File: src/rtl/motion_cmd_arbiter_if.sv
// Command-bus bundle between the motion command arbiter and its requesters/decoder.
// The arbiter takes the master modport; requesters and the decoder take the slave modport.
interface motion_cmd_arbiter_if;
   logic [7:0] host_key;
   logic       host_valid;
   logic [7:0] auto_key;
   logic       auto_valid;
   logic [7:0] cmd_out;
   logic       cmd_strobe;
   logic [1:0] owner;
   logic       auto_en;

   modport master (
      input  host_key,
      input  host_valid,
      input  auto_key,
      input  auto_valid,
      output cmd_out,
      output cmd_strobe,
      output owner,
      output auto_en
   );

   modport slave (
      output host_key,
      output host_valid,
      output auto_key,
      output auto_valid,
      input  cmd_out,
      input  cmd_strobe,
      input  owner,
      input  auto_en
   );
endinterface

File: src/rtl/motion_cmd_arbiter.sv
// Priority arbiter (ALARM > HOST > AUTO) for the 8-bit motion command bus, with gas debounce,
// host watchdog and alarm hold. Define ARB_STATS_EN to add the preempt_cnt output.
module motion_cmd_arbiter #(
   parameter int unsigned GAS_DEB_CYC    = 500_000,
   parameter int unsigned ALARM_HOLD_CYC = 25_000_000,
   parameter int unsigned HOST_TMO_CYC   = 100_000_000,
   parameter logic [7:0]  IDLE_CODE      = 8'd17,
   parameter logic [7:0]  ALARM_CODE     = 8'd16,
   parameter logic [7:0]  TOGGLE_CODE    = 8'd15
) (
   input  logic                 clk,
   input  logic                 rst_n,
   input  logic                 gas_n,
   motion_cmd_arbiter_if.master bus
`ifdef ARB_STATS_EN
   ,
   output logic [15:0]          preempt_cnt
`endif
);

   localparam int unsigned DEB_W  = (GAS_DEB_CYC > 1)    ? $clog2(GAS_DEB_CYC)    : 1;
   localparam int unsigned HOLD_W = (ALARM_HOLD_CYC > 1) ? $clog2(ALARM_HOLD_CYC) : 1;
   localparam int unsigned WDOG_W = (HOST_TMO_CYC > 1)   ? $clog2(HOST_TMO_CYC)   : 1;

   localparam logic [DEB_W-1:0]  DEB_MAX  = DEB_W'(GAS_DEB_CYC - 1);
   localparam logic [HOLD_W-1:0] HOLD_MAX = HOLD_W'(ALARM_HOLD_CYC - 1);
   localparam logic [WDOG_W-1:0] WDOG_MAX = WDOG_W'(HOST_TMO_CYC - 1);

   typedef enum logic [1:0] {
      StIdle  = 2'd0,
      StAuto  = 2'd1,
      StHost  = 2'd2,
      StAlarm = 2'd3
   } state_e;

   logic             gas_meta, gas_sync, gas_alarm;
   logic [DEB_W-1:0] deb_cnt;

   state_e            state_q;
   logic [7:0]        cmd_q;
   logic              strobe_q;
   logic              auto_en_q;
   logic [WDOG_W-1:0] wdog_q;
   logic [HOLD_W-1:0] hold_q;

   logic host_req, host_tog, auto_en_nx, auto_req, enter_alarm;

   // Synchronise the raw sensor; it idles high (no smoke), so reset the stages high.
   always_ff @(posedge clk or negedge rst_n) begin
      if (!rst_n) begin
         gas_meta  <= 1'b1;
         gas_sync  <= 1'b1;
         gas_alarm <= 1'b0;
         deb_cnt   <= '0;
      end else begin
         gas_meta <= gas_n;
         gas_sync <= gas_meta;
         if (!gas_sync != gas_alarm) begin
            if (deb_cnt == DEB_MAX) begin
               gas_alarm <= !gas_sync;
               deb_cnt   <= '0;
            end else begin
               deb_cnt <= deb_cnt + DEB_W'(1);
            end
         end else begin
            deb_cnt <= '0;
         end
      end
   end

   assign host_tog    = bus.host_valid && (bus.host_key == TOGGLE_CODE);
   assign host_req    = bus.host_valid && (bus.host_key != TOGGLE_CODE);
   // A toggle in the same cycle decides whether an IDLE auto request is accepted.
   assign auto_en_nx  = auto_en_q ^ host_tog;
   assign auto_req    = bus.auto_valid && (bus.auto_key != IDLE_CODE);
   assign enter_alarm = gas_alarm && (state_q != StAlarm);

   always_ff @(posedge clk or negedge rst_n) begin
      if (!rst_n) begin
         state_q   <= StIdle;
         cmd_q     <= IDLE_CODE;
         strobe_q  <= 1'b0;
         auto_en_q <= 1'b0;
         wdog_q    <= '0;
         hold_q    <= '0;
      end else begin
         strobe_q <= 1'b0;
         if (enter_alarm) begin
            // Alarm wins over everything; any request in this cycle is dropped.
            state_q  <= StAlarm;
            cmd_q    <= ALARM_CODE;
            strobe_q <= 1'b1;
            hold_q   <= '0;
            wdog_q   <= '0;
         end else begin
            case (state_q)
               StIdle: begin
                  if (host_tog) auto_en_q <= ~auto_en_q;
                  if (host_req) begin
                     state_q  <= StHost;
                     cmd_q    <= bus.host_key;
                     strobe_q <= 1'b1;
                     wdog_q   <= '0;
                  end else if (auto_en_nx && auto_req) begin
                     state_q  <= StAuto;
                     cmd_q    <= bus.auto_key;
                     strobe_q <= 1'b1;
                  end
               end
               StHost: begin
                  if (bus.host_valid) begin
                     wdog_q <= '0;
                     if (host_tog) begin
                        auto_en_q <= ~auto_en_q;
                     end else begin
                        cmd_q    <= bus.host_key;
                        strobe_q <= 1'b1;
                        if (bus.host_key == IDLE_CODE) state_q <= StIdle;
                     end
                  end else if (wdog_q == WDOG_MAX) begin
                     state_q  <= StIdle;
                     cmd_q    <= IDLE_CODE;
                     strobe_q <= 1'b1;
                     wdog_q   <= '0;
                  end else begin
                     wdog_q <= wdog_q + WDOG_W'(1);
                  end
               end
               StAuto: begin
                  if (host_req) begin
                     state_q  <= StHost;
                     cmd_q    <= bus.host_key;
                     strobe_q <= 1'b1;
                     wdog_q   <= '0;
                  end else if (host_tog) begin
                     // auto_en is always set while AUTO owns the bus, so a toggle clears it.
                     auto_en_q <= ~auto_en_q;
                     state_q   <= StIdle;
                     cmd_q     <= IDLE_CODE;
                     strobe_q  <= 1'b1;
                  end else if (bus.auto_valid) begin
                     cmd_q    <= bus.auto_key;
                     strobe_q <= 1'b1;
                     if (bus.auto_key == IDLE_CODE) state_q <= StIdle;
                  end
               end
               StAlarm: begin
                  if (hold_q != HOLD_MAX) hold_q <= hold_q + HOLD_W'(1);
                  if (!gas_alarm && (hold_q == HOLD_MAX)) begin
                     state_q  <= StIdle;
                     cmd_q    <= IDLE_CODE;
                     strobe_q <= 1'b1;
                  end
               end
            endcase
         end
      end
   end

   assign bus.owner      = state_q;
   assign bus.cmd_out    = cmd_q;
   assign bus.cmd_strobe = strobe_q;
   assign bus.auto_en    = auto_en_q;

`ifdef ARB_STATS_EN
   logic preempt;

   // Every entry into ALARM counts, as does HOST taking the bus away from AUTO.
   assign preempt = enter_alarm || ((state_q == StAuto) && !gas_alarm && host_req);

   always_ff @(posedge clk or negedge rst_n) begin
      if (!rst_n) begin
         preempt_cnt <= 16'd0;
      end else if (preempt && (preempt_cnt != 16'hFFFF)) begin
         preempt_cnt <= preempt_cnt + 16'd1;
      end
   end
`endif

endmodule

File: src/flat_wrapper.sv
// flat-port wrapper written by rule: the top's interface ports become plain ports
module motion_cmd_arbiter_flat 
#(
   parameter int unsigned GAS_DEB_CYC    = 500_000,
   parameter int unsigned ALARM_HOLD_CYC = 25_000_000,
   parameter int unsigned HOST_TMO_CYC   = 100_000_000,
   parameter logic [7:0]  IDLE_CODE      = 8'd17,
   parameter logic [7:0]  ALARM_CODE     = 8'd16,
   parameter logic [7:0]  TOGGLE_CODE    = 8'd15
)
  (clk, rst_n, gas_n, bus_host_key, bus_host_valid, bus_auto_key, bus_auto_valid, bus_cmd_out, bus_cmd_strobe, bus_owner, bus_auto_en);
  motion_cmd_arbiter_if bus_i ();
  input  logic clk;
  input  logic rst_n;
  input  logic gas_n;
  input wire logic [$bits(bus_i.host_key)-1:0] bus_host_key;
  input wire logic [$bits(bus_i.host_valid)-1:0] bus_host_valid;
  input wire logic [$bits(bus_i.auto_key)-1:0] bus_auto_key;
  input wire logic [$bits(bus_i.auto_valid)-1:0] bus_auto_valid;
  output wire logic [$bits(bus_i.cmd_out)-1:0] bus_cmd_out;
  output wire logic [$bits(bus_i.cmd_strobe)-1:0] bus_cmd_strobe;
  output wire logic [$bits(bus_i.owner)-1:0] bus_owner;
  output wire logic [$bits(bus_i.auto_en)-1:0] bus_auto_en;
  assign bus_i.host_key = bus_host_key;
  assign bus_i.host_valid = bus_host_valid;
  assign bus_i.auto_key = bus_auto_key;
  assign bus_i.auto_valid = bus_auto_valid;
  assign bus_cmd_out = bus_i.cmd_out;
  assign bus_cmd_strobe = bus_i.cmd_strobe;
  assign bus_owner = bus_i.owner;
  assign bus_auto_en = bus_i.auto_en;
  motion_cmd_arbiter #(.GAS_DEB_CYC(GAS_DEB_CYC), .ALARM_HOLD_CYC(ALARM_HOLD_CYC), .HOST_TMO_CYC(HOST_TMO_CYC), .IDLE_CODE(IDLE_CODE), .ALARM_CODE(ALARM_CODE), .TOGGLE_CODE(TOGGLE_CODE)) u_core (.clk(clk), .rst_n(rst_n), .gas_n(gas_n), .bus(bus_i));
endmodule
File: config.mk
export PLATFORM = sky130hd
export DESIGN_NAME = motion_cmd_arbiter_flat
export DESIGN_NICKNAME = d
export VERILOG_FILES = /design/src/rtl/motion_cmd_arbiter_if.sv /design/src/rtl/motion_cmd_arbiter.sv /design/src/flat_wrapper.sv
export SDC_FILE = /design/constraint.sdc
export NUM_CORES = 1
export LEC_CHECK = 0
export ABC_CLOCK_PERIOD_IN_PS = 2009
export CORE_ASPECT_RATIO = 1.5
export CORE_MARGIN = 5
export CORE_UTILIZATION = 30
export DETAILED_ROUTE_END_ITERATION = 10
export GPL_TIMING_DRIVEN = 0
export HOLD_SLACK_MARGIN = 0.08
export SLEW_MARGIN = 20
export SYNTH_ARGS = -nofsm -noshare
export SYNTH_HDL_FRONTEND = slang
export SYNTH_SLANG_ARGS = --single-unit
File: constraint.sdc
create_clock -name clk -period 2.01 [get_ports clk]
set_input_delay 0.5025 -clock clk [delete_from_list [all_inputs] [get_ports clk]]
set_output_delay 0.5025 -clock clk [all_outputs]
set_load 0.005 [all_outputs]
---- Yosys cells after proc, flatten, opt, wreduce, memory -nomap -nowiden ----
Index checks and enable logic that the tools add are counted.
storage, ports and cells
  flip-flop bits (word level) ............. 86
  bits of input ports ..................... 21
  output and inout port bits .............. 12
operators by class
  mux-type cells .......................... 49
  bitwise gates (word level) .............. 3
  $add $sub $neg .......................... 3
  equality and inequality tests ........... 24
  reductions and logical operators ........ 20
operators by type and width
  kind                                                             count
  27-bit two-way mux                                               4
  8-bit two-way mux                                                10
  25-bit two-way mux                                               3
  27-bit one-hot mux with 2 select lines                           1
  19-bit two-way mux                                               2
  8-bit one-hot mux with 4 select lines                            1
  27-bit by 1-bit adder with 27-bit output, second input constant  1
  27-bit == test, second input constant                            1
  25-bit by 1-bit adder with 25-bit output, second input constant  1
  25-bit == test, second input constant                            1
  25-bit != test, second input constant                            1
  2-bit two-way mux                                                12
  19-bit by 1-bit adder with 19-bit output, second input constant  1
  19-bit == test, second input constant                            1
  8-bit by 5-bit == test with 1-bit output, second input constant  2
  1-bit two-way mux                                                13
  8-bit by 4-bit == test with 1-bit output, second input constant  1
  4-bit by 2-bit != test with 1-bit output, second input constant  2
  8-bit by 4-bit != test with 1-bit output, second input constant  1
  8-bit by 5-bit != test with 1-bit output, second input constant  1
  2-bit one-hot mux with 4 select lines                            1
  7-bit AND reduction                                              1
  1-bit logical AND                                                6
  2-bit != test, second input constant                             3
  20 further kinds                                                 28

---- Longest topological paths before layout ----
Gate-level depths: netlist of run 1.
  depth in word-level cells ............... 8
  mapped depth ............................ 8
  depth with buffers taken out ............ 7

---- Worst setup path after synthesis of run 1 ----
No wires, ideal clock.
  path type ............................... input to register
  from .................................... input port bus_host_key[6]
  to ...................................... register u_core.cmd_q[2], in the netlist u_core.bus.cmd_out[2]
  setup slack ............................. -385 ps
  library setup time ...................... 125 ps
  arrival ................................. 2270 ps
  data required time ...................... 1885 ps
  buffers on the path ..................... 1
  stages .................................. 7
  cell sequence ........................... or4b_2 -> o21ai_1 -> a2bb2oi_1 -> o31a_1 -> and2_4 -> buf_6 -> mux2_2
between the ends
  cells in the longest elaborated chain, start to end .. 6
  elaborated cells between the ends (all ways) .. 15
  those cells by class .................... eq/ne (5); mux (5); bitwise (1); reduce/logical (4)
RTL lines
  what                                                                                               line                                                  RTL
  start, declared                                                                                    flat_wrapper.sv:16                                    input wire logic [$bits(bus_i.host_key)-1:0] bus_host_key;
  8-bit by 4-bit == test with 1-bit output                                                           motion_cmd_arbiter.sv:71                              assign host_tog = bus.host_valid && (bus.host_key == TOGGLE_CODE);
  1-bit logical AND                                                                                  motion_cmd_arbiter.sv:71
  8-bit two-way mux or 1-bit XOR (tied branches)                                                     motion_cmd_arbiter.sv:135, motion_cmd_arbiter.sv:74
  8-bit two-way mux or 1-bit logical AND (tied branches)                                             motion_cmd_arbiter.sv:130, motion_cmd_arbiter.sv:104
  8-bit one-hot mux with 4 select lines or 4-bit by 1-bit != test with 1-bit output (tied branches)  n/a
  8-bit two-way mux or 5-bit AND reduction (tied branches)                                           n/a
  end signal, assigned                                                                               motion_cmd_arbiter.sv:101                             cmd_q <= bus.host_key;
  end signal, assigned                                                                               motion_cmd_arbiter.sv:132                             cmd_q <= bus.host_key;
  end signal, assigned                                                                               motion_cmd_arbiter.sv:142                             cmd_q <= bus.auto_key;
  end, declared                                                                                      motion_cmd_arbiter.sv:40                              logic [7:0] cmd_q;
Parallel ways exist; a longest one is shown, timed or not.
A chain may end at the register's enable or synchronous reset.

---- Final worst setup path of run 1 ----
  from .................................... register u_core.hold_q[23]
  to ...................................... register u_core.hold_q[20]
between the ends
  cells in the longest elaborated chain, start to end .. 3
RTL lines
  what                                  line                       RTL
  start, declared                       motion_cmd_arbiter.sv:44   logic [HOLD_W-1:0] hold_q;
  start signal, assigned                motion_cmd_arbiter.sv:148  if (hold_q != HOLD_MAX) hold_q <= hold_q + HOLD_W'(1);
  25-bit != test                        motion_cmd_arbiter.sv:148
  2-bit nonzero test (no source line)   n/a
  2-bit AND reduction (no source line)  n/a
No other way between the ends.

==> run summary, run 1 <==
Fin crit period: 2.16 ns
Total CTS buffers: 9
Area of the multi-input gates: 2760 um^2
Pre-CTS setup slack: -0.922 ns
# diodes: 0
FF+latch count, synth: 86
Initial DRC count: 140
Met3 Use GR: 0.0235
Worst min path class: input pin to async pin
Met2 Usage GRT: 0.240
Reg-to-reg endpoint: u_core.hold_q[20]
PortBufs: 32
Setup crit start kind: register
Critical path type: register to register
Power density over the cells: 908 nW/um^2
Synthesized area: 4640 um^2
Initial Util: 0.306
Max-Cap Viols: 0
Most common cell after layout, fill and taps aside: dfrtp_1
RSZ-0062 raised after global routing: true
Post-synth EDFFs: 0
Final Setup Violations: 50
DRT antenna net count: 0
Final HPWL DP: 7.99 mm
H-tree Lvls: 3
Std cell rows: 55
R2R Setup Slk: -0.15 ns
Drt pass-1 iters: 4
Crit end category: register
Routed wire length: 11.9 mm
Slowest CP cell: dfrtp_1
Yosys cell types: 61
Routed WL per cell: 15.3 um
CTS root buffer: clkbuf_16
Cell Chain, Critical Path: nor4_4 > nand4_1 > buf_6 > o311ai_4 > buf_2 > a211oi_1 > xnor2_1 > nor2_1
Layout cell share with drive strength beyond 1: 0.238
Period utilization: 1.07
Crit path arrival time: 2.36 ns
Pins over their slew limit: 0
Failing checks: negative setup slack
Post-Syn Instances: 499
Register area: 2160 um^2
Worst Tran Pin Value: 0.567 ns
DRC: 0
Vias per cell: 5.09
Clock skew: 0.00609 ns
Syn Area/Cell: 9.29 um^2
Area Overhead vs Synth: 33.5%
Hold Fails Final Rpt: 0
Reg2Reg Depth: 8
Clk sink count: 86
Maximum VDD drop: 0.803 mV
Synth area leaders: dfrtp_1 (44%), nor2_1 (6.7%), xor2_1 (6.0%)
Total GRT Usage: 0.133
Die Width: 112 um
FILL cells: 1512
CP required: 2.21 ns
Fmax: 464 MHz
Die height: 162 um
Setup WS post-layout: -0.146 ns
Core Region: 15100 um^2
Post-synth top area cell: dfrtp_1
Post-synthesis net count: 523
GRT overflow: 0
Crit path launch: u_core.hold_q[23]
Outcome: complete, but fails checks
GR peak layer: met2
Share of the synthesized area in the top cell type: 0.443
Total power: 5.62 mW
TritonCTS clock tree: done
Die area: 18100 um^2
Clk Latency, worst-skew pair: 0.34 ns
Syn. warnings: 0
Leakage: 2.57 nW
Largest net degree at the start of global routing: 58
Number of global-route vias before repair: 4153
Synth async-reset ratio: 1.00
Crit-path max FO: 5
Ports: 33
Clock Tree Buf Depth: 2
Vias: 3946
Nets: 595
Register area share after synthesis: 0.465
Rel. slew slack: 0.622
Initial antenna violation count: 0
Top FF cell, synth: dfrtp_1
Most frequent cells in the layout: dfrtp_1 (77), nor2_1 (72), nand2_1 (43)
R2R Path Start: u_core.hold_q[23]
Clk slew on worst S/H paths: 0.06 ns
Routability Congestion: 0.842
First-pass GRT wire length: 20.2 mm
M1 GR Usage: 0.157
CP peak stage delay: 0.44 ns
CP endpoint: u_core.hold_q[20]
==> synthesized netlist by cell type (4+ instances only) <==
cell type,n
and4_1,5
nor3_1,13
a2111oi_0,4
a21oi_1,13
nand3_1,39
nor4_1,11
mux2i_1,7
inv_1,13
nand4_1,12
nand2_1,44
o21ai_0,14
xnor2_1,30
a22o_1,4
nor2_1,83
dfstp_2,4
dfrtp_1,82
and3_1,13
clkbuf_1,12
xor2_1,32
==> power breakdown <==
group	total (mW)	switching (mW)	internal [mW]
logic	1.89	1.04	0.855
clock network	1.66	0.663	0.999
registers	2.07	0.147	1.92
total	5.62	1.85	3.78
==> what timing repair did <==
item                       in CTS  in global routing
setup buffers                  16                 11
gates resized for setup       101                 44
setup endpoints to repair      81                 72
pin swaps                      29                 24
gates cloned                    1                  2
hold buffers                    0                  0
==> state kept, by name, summed over array words and instances (netlist names) <==
name,count
u_core.gas_meta,1
u_core.bus.owner,2
u_core.gas_alarm,1
u_core.deb_cnt,19
u_core.bus.cmd_out,8
u_core.hold_q,25
u_core.wdog_q,27
u_core.bus.auto_en,1
u_core.bus.cmd_strobe,1
u_core.gas_sync,1
==> per-stage QoR <==
step	instances	hold slack [ns]	setup TNS (ns)	cell area, um^2	util
6_report	775	0.106	-3.54	6190	0.409
5_1_grt	775	0.126	-7.73	6190	0.409
3_5_place_dp	731	0.350	-40.89	5270	0.348
2_1_floorplan	499	0.207	-0.850	4670	-
3_3_place_gp	730	0.351	-267.53	5240	0.346
4_1_cts	762	0.112	-2.12	5940	0.392
==> how the worst min path moves through the flow <==
stage               startpoint                 end  slack [ns]  depth (start not counted)
3_3_place_gp   u_core.gas_meta     u_core.gas_sync        0.35                          0
5_1_grt                  rst_n   u_core.hold_q[17]        0.13                          1
3_5_place_dp   u_core.gas_meta     u_core.gas_sync        0.35                          0
4_1_cts                  rst_n   u_core.hold_q[16]        0.11                          1
6_report                 rst_n   u_core.hold_q[16]        0.11                          1
2_1_floorplan            rst_n  u_core.bus.auto_en        0.21                          0
==> layout make-up <==
cell class / instances / area share
flip-flops and latches: 86 / 0.349
inverters: 13 / 0.00788
clock buffers: 13 / 0.0404
plain buffers: 14 / 0.0164
multi-input cells: 384 / 0.445
well taps: 199 / 0.0402
repair buffers: 63 / 0.0934
clock inverters: 3 / 0.00707
==> cells by family after synthesis <==
group	count (synthesis)	synth area share
AOI/OAI and AO/OA	60	0.0928
buffers and inverters	29	0.0256
adders and majority gates	3	0.00810
xor gates and xnor gates	62	0.117
DFF	86	0.465
muxes	10	0.0224
and+or+nand+nor	249	0.269
==> critical path: cells and delay by family, from the launching register on <==
| family | cells | cell delay (ns) |
|---|---|---|
| buffers and inverters | 2 | 0.43 |
| xor gates and xnor gates | 1 | 0.16 |
| DFF | 1 | 0.44 |
| and+or+nand+nor | 3 | 0.48 |
| AOI/OAI and AO/OA | 2 | 0.52 |
==> layer usage <==
metal	up-vias	share of wire
met4	0	0.025
met1	1931	0.41
li1	1895	-
met2	95	0.53
met5	-	0
met3	25	0.034
(Power assumes the default switching activity.)
==> run 2: changes to the inputs <==
--- a/config.mk
+++ b/config.mk
@@ -12,6 +12,7 @@
 export DETAILED_ROUTE_END_ITERATION = 10
 export GPL_TIMING_DRIVEN = 0
 export HOLD_SLACK_MARGIN = 0.08
+export SETUP_SLACK_MARGIN = 0.02
 export SLEW_MARGIN = 20
 export SYNTH_ARGS = -nofsm -noshare
 export SYNTH_HDL_FRONTEND = slang
==> run summary, run 2 (synthesis results as in run 1) <==
Initial Util: 0.306 (unchanged)
Slowest CP cell: or4b_4
Initial DRC count: 172 (+23%)
GRT overflow: 0 (unchanged)
Top Registers: u_core.wdog_q (27), u_core.hold_q (25), u_core.deb_cnt (19)
Vias: 3935 (-0.28%)
TritonCTS clock tree: done
Core Region: 15100 um^2 (unchanged)
Crit-path max FO: 5 (unchanged)
Layout cell share with drive strength beyond 1: 0.237 (-0.00133)
CP top delay family: simple AND/OR/NAND/NOR gates
Power density over the cells: 915 nW/um^2 (+0.69%)
Routed WL per cell: 15.3 um (-0.12%)
Clock skew: 0.00544 ns (-0.000647 ns)
DRC: 0 (unchanged)
CP peak stage delay: 0.56 ns (+0.12 ns)
Crit path arrival time: 2.34 ns (-0.02 ns)
Failing checks: negative setup slack
Final Setup Violations: 43 (-14%)
Hold Slack: 0.102 ns (-0.00451 ns)
Total GRT Usage: 0.133 (-0.000235)
Worst min path class: input pin to async pin
Routed wire length: 11.8 mm (-0.24%)
Die height: 162 um (unchanged)
Setup crit start kind: register
Critical path type: register to register
Drt pass-1 iters: 5 (+1)
Hold Fails Final Rpt: 0 (unchanged)
Clk slew on worst S/H paths: 0.06 ns (about the same)
Std cell rows: 55 (unchanged)
# diodes: 0 (unchanged)
Die area: 18100 um^2 (unchanged)
Area Overhead vs Synth: 33.1%
CP required: 2.22 ns (about the same)
Nets: 594 (-0.17%)
Pre-CTS setup slack: -0.922 ns (unchanged)
FILL cells: 1510 (-0.13%)
Worst Tran Pin Value: 0.497 ns (-0.0703 ns)
Fmax: 470 MHz (+1.3%)
Leakage: 2.56 nW (-0.33%)
Period utilization: 1.06 (-0.0139)
Routability Congestion: 0.842 (unchanged)
Final HPWL DP: 7.99 mm (unchanged)
Pins over their slew limit: 0 (unchanged)
First-pass GRT wire length: 20.2 mm (unchanged)
Most frequent cells in the layout: dfrtp_1 (77), nor2_1 (72), nand2_1 (43)
Clk sink count: 86 (unchanged)
Outcome: complete, but fails checks
H-tree Lvls: 3 (unchanged)
Setup WS post-layout: -0.118 ns (+0.0279 ns)
Register area: 2160 um^2 (unchanged)
Bufs and invs on worst path: 0 (-2)
Rel. slew slack: 0.666 (+0.0441)
Vias per cell: 5.08 (-0.15%)
Number of global-route vias before repair: 4158 (+0.12%)
Most common cell after layout, fill and taps aside: dfrtp_1
CTS root buffer: clkbuf_16
Largest net degree at the start of global routing: 58 (unchanged)
Largest Register: u_core.wdog_q
Max-Cap Viols: 0 (unchanged)
Clock Tree Buf Depth: 2 (unchanged)
Cell Chain, Critical Path: or4b_4 > nor4_4 > a31o_4 > a32oi_4 > and2_4 > o32a_1
Ports: 33 (unchanged)
Initial antenna violation count: 0 (unchanged)
Fin crit period: 2.13 ns (-0.0279 ns)
DRT antenna net count: 0 (unchanged)
Die Width: 112 um (unchanged)
Largest register FFs: 27 (unchanged)
Total CTS buffers: 9 (unchanged)
PortBufs: 32 (unchanged)
RSZ-0062 raised after global routing: true
Crit end category: register
Maximum VDD drop: 0.804 mV (+0.11%)
Area of the multi-input gates: 2740 um^2 (-0.45%)
Clk Latency, worst-skew pair: 0.33 ns (about the same)
==> run 2: layout make-up <==
| type | count | area share |
|---|---|---|
| clock inverter | 3 | 0.00710 |
| inverter | 13 | 0.00791 |
| tap | 199 | 0.0404 |
| clock buffer | 13 | 0.0406 |
| buffer | 14 | 0.0164 |
| sequential | 86 | 0.351 |
| timing repair buffer | 62 | 0.0923 |
| multi-input combinational | 384 | 0.445 |
==> run 2: what timing repair did <==
| item | 4_1_cts | 5_1_grt |
|---|---|---|
| pin swaps | 28 | 22 |
| hold buffers | 0 | 0 |
| gates cloned | 1 | 2 |
| setup endpoints to repair | 81 | 73 |
| gates resized for setup | 102 | 42 |
| buffers inserted | 17 | 9 |
==> run 2: routing by layer <==
| metal | share of wire | global-route usage | vias up |
|---|---|---|---|
| met5 | 0 | 0 | - |
| met4 | 0.027 | 0.0504 | 0 |
| met3 | 0.029 | 0.0235 | 27 |
| met2 | 0.52 | 0.241 | 83 |
| met1 | 0.42 | 0.156 | 1934 |
| li1 | - | - | 1891 |
==> run 2: final timing paths <==
path	startpoint	end	slack, ns	cells after the start
worst max-delay path	u_core.wdog_q[11]	u_core.bus.owner[0]	-0.12	6
worst min register to register	u_core.gas_meta	u_core.gas_sync	0.36	0
min in group clk	u_core.gas_meta	u_core.gas_sync	0.36	0
worst max register to register	u_core.wdog_q[11]	u_core.bus.owner[0]	-0.12	6
max in group asynchronous	rst_n	u_core.gas_sync	1.23	2
worst min-delay path	rst_n	u_core.hold_q[16]	0.10	1
==> run 2: per-stage QoR <==
step	area (um^2)	total power, mW	instances	setup TNS [ns]	utilization
3_5_place_dp	5270	3.56	731	-40.89	0.348
6_report	6170	5.64	774	-2.50	0.408
3_3_place_gp	5240	3.52	730	-267.53	0.346
2_1_floorplan	4670	2.98	499	-0.850	-
4_1_cts	5950	5.51	763	-2.09	0.393
5_1_grt	6170	5.96	774	-7.07	0.408
==> run 2: power by group <==
part,total [mW],internal [mW],switching (mW)
clock network,1.67,0.999,0.666
registers,2.08,1.92,0.155
logic,1.90,0.863,1.04
total,5.64,3.79,1.86
==> RTL change (config.mk and constraints of run 1) <==
`ALARM_HOLD_CYC` is set to 25_000_000 in 2 places; all go to 50_000_000.
--- a/src/rtl/motion_cmd_arbiter.sv
+++ b/src/rtl/motion_cmd_arbiter.sv
@@ -2,7 +2,7 @@
 // host watchdog and alarm hold. Define ARB_STATS_EN to add the preempt_cnt output.
 module motion_cmd_arbiter #(
    parameter int unsigned GAS_DEB_CYC    = 500_000,
-   parameter int unsigned ALARM_HOLD_CYC = 25_000_000,
+   parameter int unsigned ALARM_HOLD_CYC = 50_000_000,
    parameter int unsigned HOST_TMO_CYC   = 100_000_000,
    parameter logic [7:0]  IDLE_CODE      = 8'd17,
    parameter logic [7:0]  ALARM_CODE     = 8'd16,
--- a/src/flat_wrapper.sv
+++ b/src/flat_wrapper.sv
@@ -2,7 +2,7 @@
 module motion_cmd_arbiter_flat 
 #(
    parameter int unsigned GAS_DEB_CYC    = 500_000,
-   parameter int unsigned ALARM_HOLD_CYC = 25_000_000,
+   parameter int unsigned ALARM_HOLD_CYC = 50_000_000,
    parameter int unsigned HOST_TMO_CYC   = 100_000_000,
    parameter logic [7:0]  IDLE_CODE      = 8'd17,
    parameter logic [7:0]  ALARM_CODE     = 8'd16,
Check against the original RTL: no difference found for any inputs over 4 cycles, from zero or initial values and one cycle with rst_n low; that may be too few to reach the edited logic, so the function may still have changed.
==> RTL change against run 1 <==
  * The flow still finishes with violations (negative setup slack)
  * Wire length up 14%
  * Critical endpoint is now u_core.bus.cmd_out[7]
  * Cell area grew 5.3%
  * Final cell count up 7.1%
  * Clock power is 11% higher
  * Sequential share of layout area decreased by 1.3 points
  * Total power decreased by 2.5%
  * Sequential cell count is 1 higher
  * Setup slack got worse by 23 ps
  * Synthesized area is 5.2% higher
  * Largest cell class unchanged
  * Clock skew up 3.9 ps
  * Non-clock buffer count grew 2
==> RTL change: results (changes against run 1) <==
[status]
status=finished, violations left
violations=negative setup slack

[placement]
gp_congestion=0.8740  ; +3.8%
dp_slack_ps=-1229  ; -306.8 ps
place_hpwl_um=8870  ; +11%

[critical_path]
rrSetupSlack_ps=-130  ; +20 ps
crit_slowest_cell=clkdlybuf4s50_1
cp.arrival_ps=2390  ; +30 ps
r2r_end=u_core.hold_q[6]
max_stage_delay_ps=500  ; +60 ps
reg2reg_from=u_core.hold_q[9]

[synthesis]
synth_commonest_cells=dfrtp_1 (83), nor2_1 (78), nand2_1 (47), nor3_1 (31)
syn_nets=572  ; +9.4%
ys_seq_area_frac=0.4473  ; -0.01790
synth_top_cells_by_area=dfrtp_1 (43%), nor2_1 (6.0%), xnor2_1 (5.2%)
synth.avg_cell_area_um2=8.902  ; -4.2%

[cells_and_area]
drive_gt1_frac=0.2420  ; +0.004140
seq_area_frac=0.3360  ; -0.01348
nClkBuffers=9  ; -4
utilization=0.4046  ; -0.004330
finalNetCount=643  ; +8.1%
multi_input_area_um2=2958  ; +7.3%
final.fill_count=1557  ; +3.0%
n_all_inverters=23  ; +10

[global_routing]
grt_max_degree=53  ; -8.6%

[sta]
timing.final.ws_setup_ps=-169.6  ; -23.35 ps
finalSetupTns_ps=-2698  ; +841.2 ps
holdWs_ps=125.1  ; +18.95 ps
relSlewSlack=0.6453  ; +0.02341
skew_ps=10.01  ; +3.927 ps
setup_viol=27  ; -46%

[power]
power.switching_mw=1.750  ; -5.2%
leakage_nw=2.667  ; +3.8%
ir_drop_uv=463.7  ; -42%

[detailed_routing]
drt_iter0_drc=318  ; +130%
finalWirelength_um=13470  ; +14%
wl_per_cell_um=16.23  ; +6.1%
drtPass1Iterations=5  ; +1

[floorplanning]
die_area_um2=18960  ; +4.8%

-- RTL change: changes by cell type in the layout (fill, tap and decap cells not counted), moves of 5 or more --
cell,before,now
o21ai_0,5,20
xor2_1,32,20
nor2_2,9,1
o22a_1,0,6
nor3_1,5,22
inv_1,13,22
nand4_1,12,21
nand3_1,36,25
o22ai_1,2,8
clkdlybuf4s15_1,5,0
a21oi_1,8,15
buf_6,4,12
nand2_4,0,5
-- RTL change: worst max-delay path by stage --
stage | startpoint | end | slack [ps] | cells after the start
5_1_grt | u_core.hold_q[8] | u_core.hold_q[6] | -290 | 8
3_3_place_gp | rst_n | u_core.hold_q[16] | -2700 | 1
3_5_place_dp | bus_host_key[4] | u_core.wdog_q[10] | -1230 | 7
2_1_floorplan | bus_host_key[6] | u_core.bus.owner[1] | -150 | 6
6_report | bus_auto_key[0] | u_core.bus.cmd_out[7] | -170 | 7
4_1_cts | bus_host_key[5] | u_core.bus.owner[1] | -150 | 7
-- RTL change: cells by family (layout without fill, tap and decap cells) --
family / Yosys count / after routing / synth area share
muxes: 5 / 5 / 0.01052
xor gates and xnor gates: 49 / 49 / 0.08797
adders and majority gates: 3 / 3 / 0.007695
buffers and inverters: 43 / 118 / 0.03411
and+or+nand+nor: 268 / 268 / 0.2834
AOI/OAI and AO/OA: 93 / 94 / 0.1290
DFF: 87 / 87 / 0.4473
-- RTL change: routing by layer --
layer	GRT usage	vias up	wire, um
li1	-	2105	-
met1	0.1464	2232	5172
met2	0.2460	116	7346
met3	0.02151	33	481
met4	0.07494	0	473
met5	0	-	0
-- RTL change: timing repair --
action | CTS | global route
cloned | 2 | 0
pin swaps | 24 | 26
setup endpoints to repair | 75 | 71
setup buffers | 17 | 14
resized for setup | 90 | 81
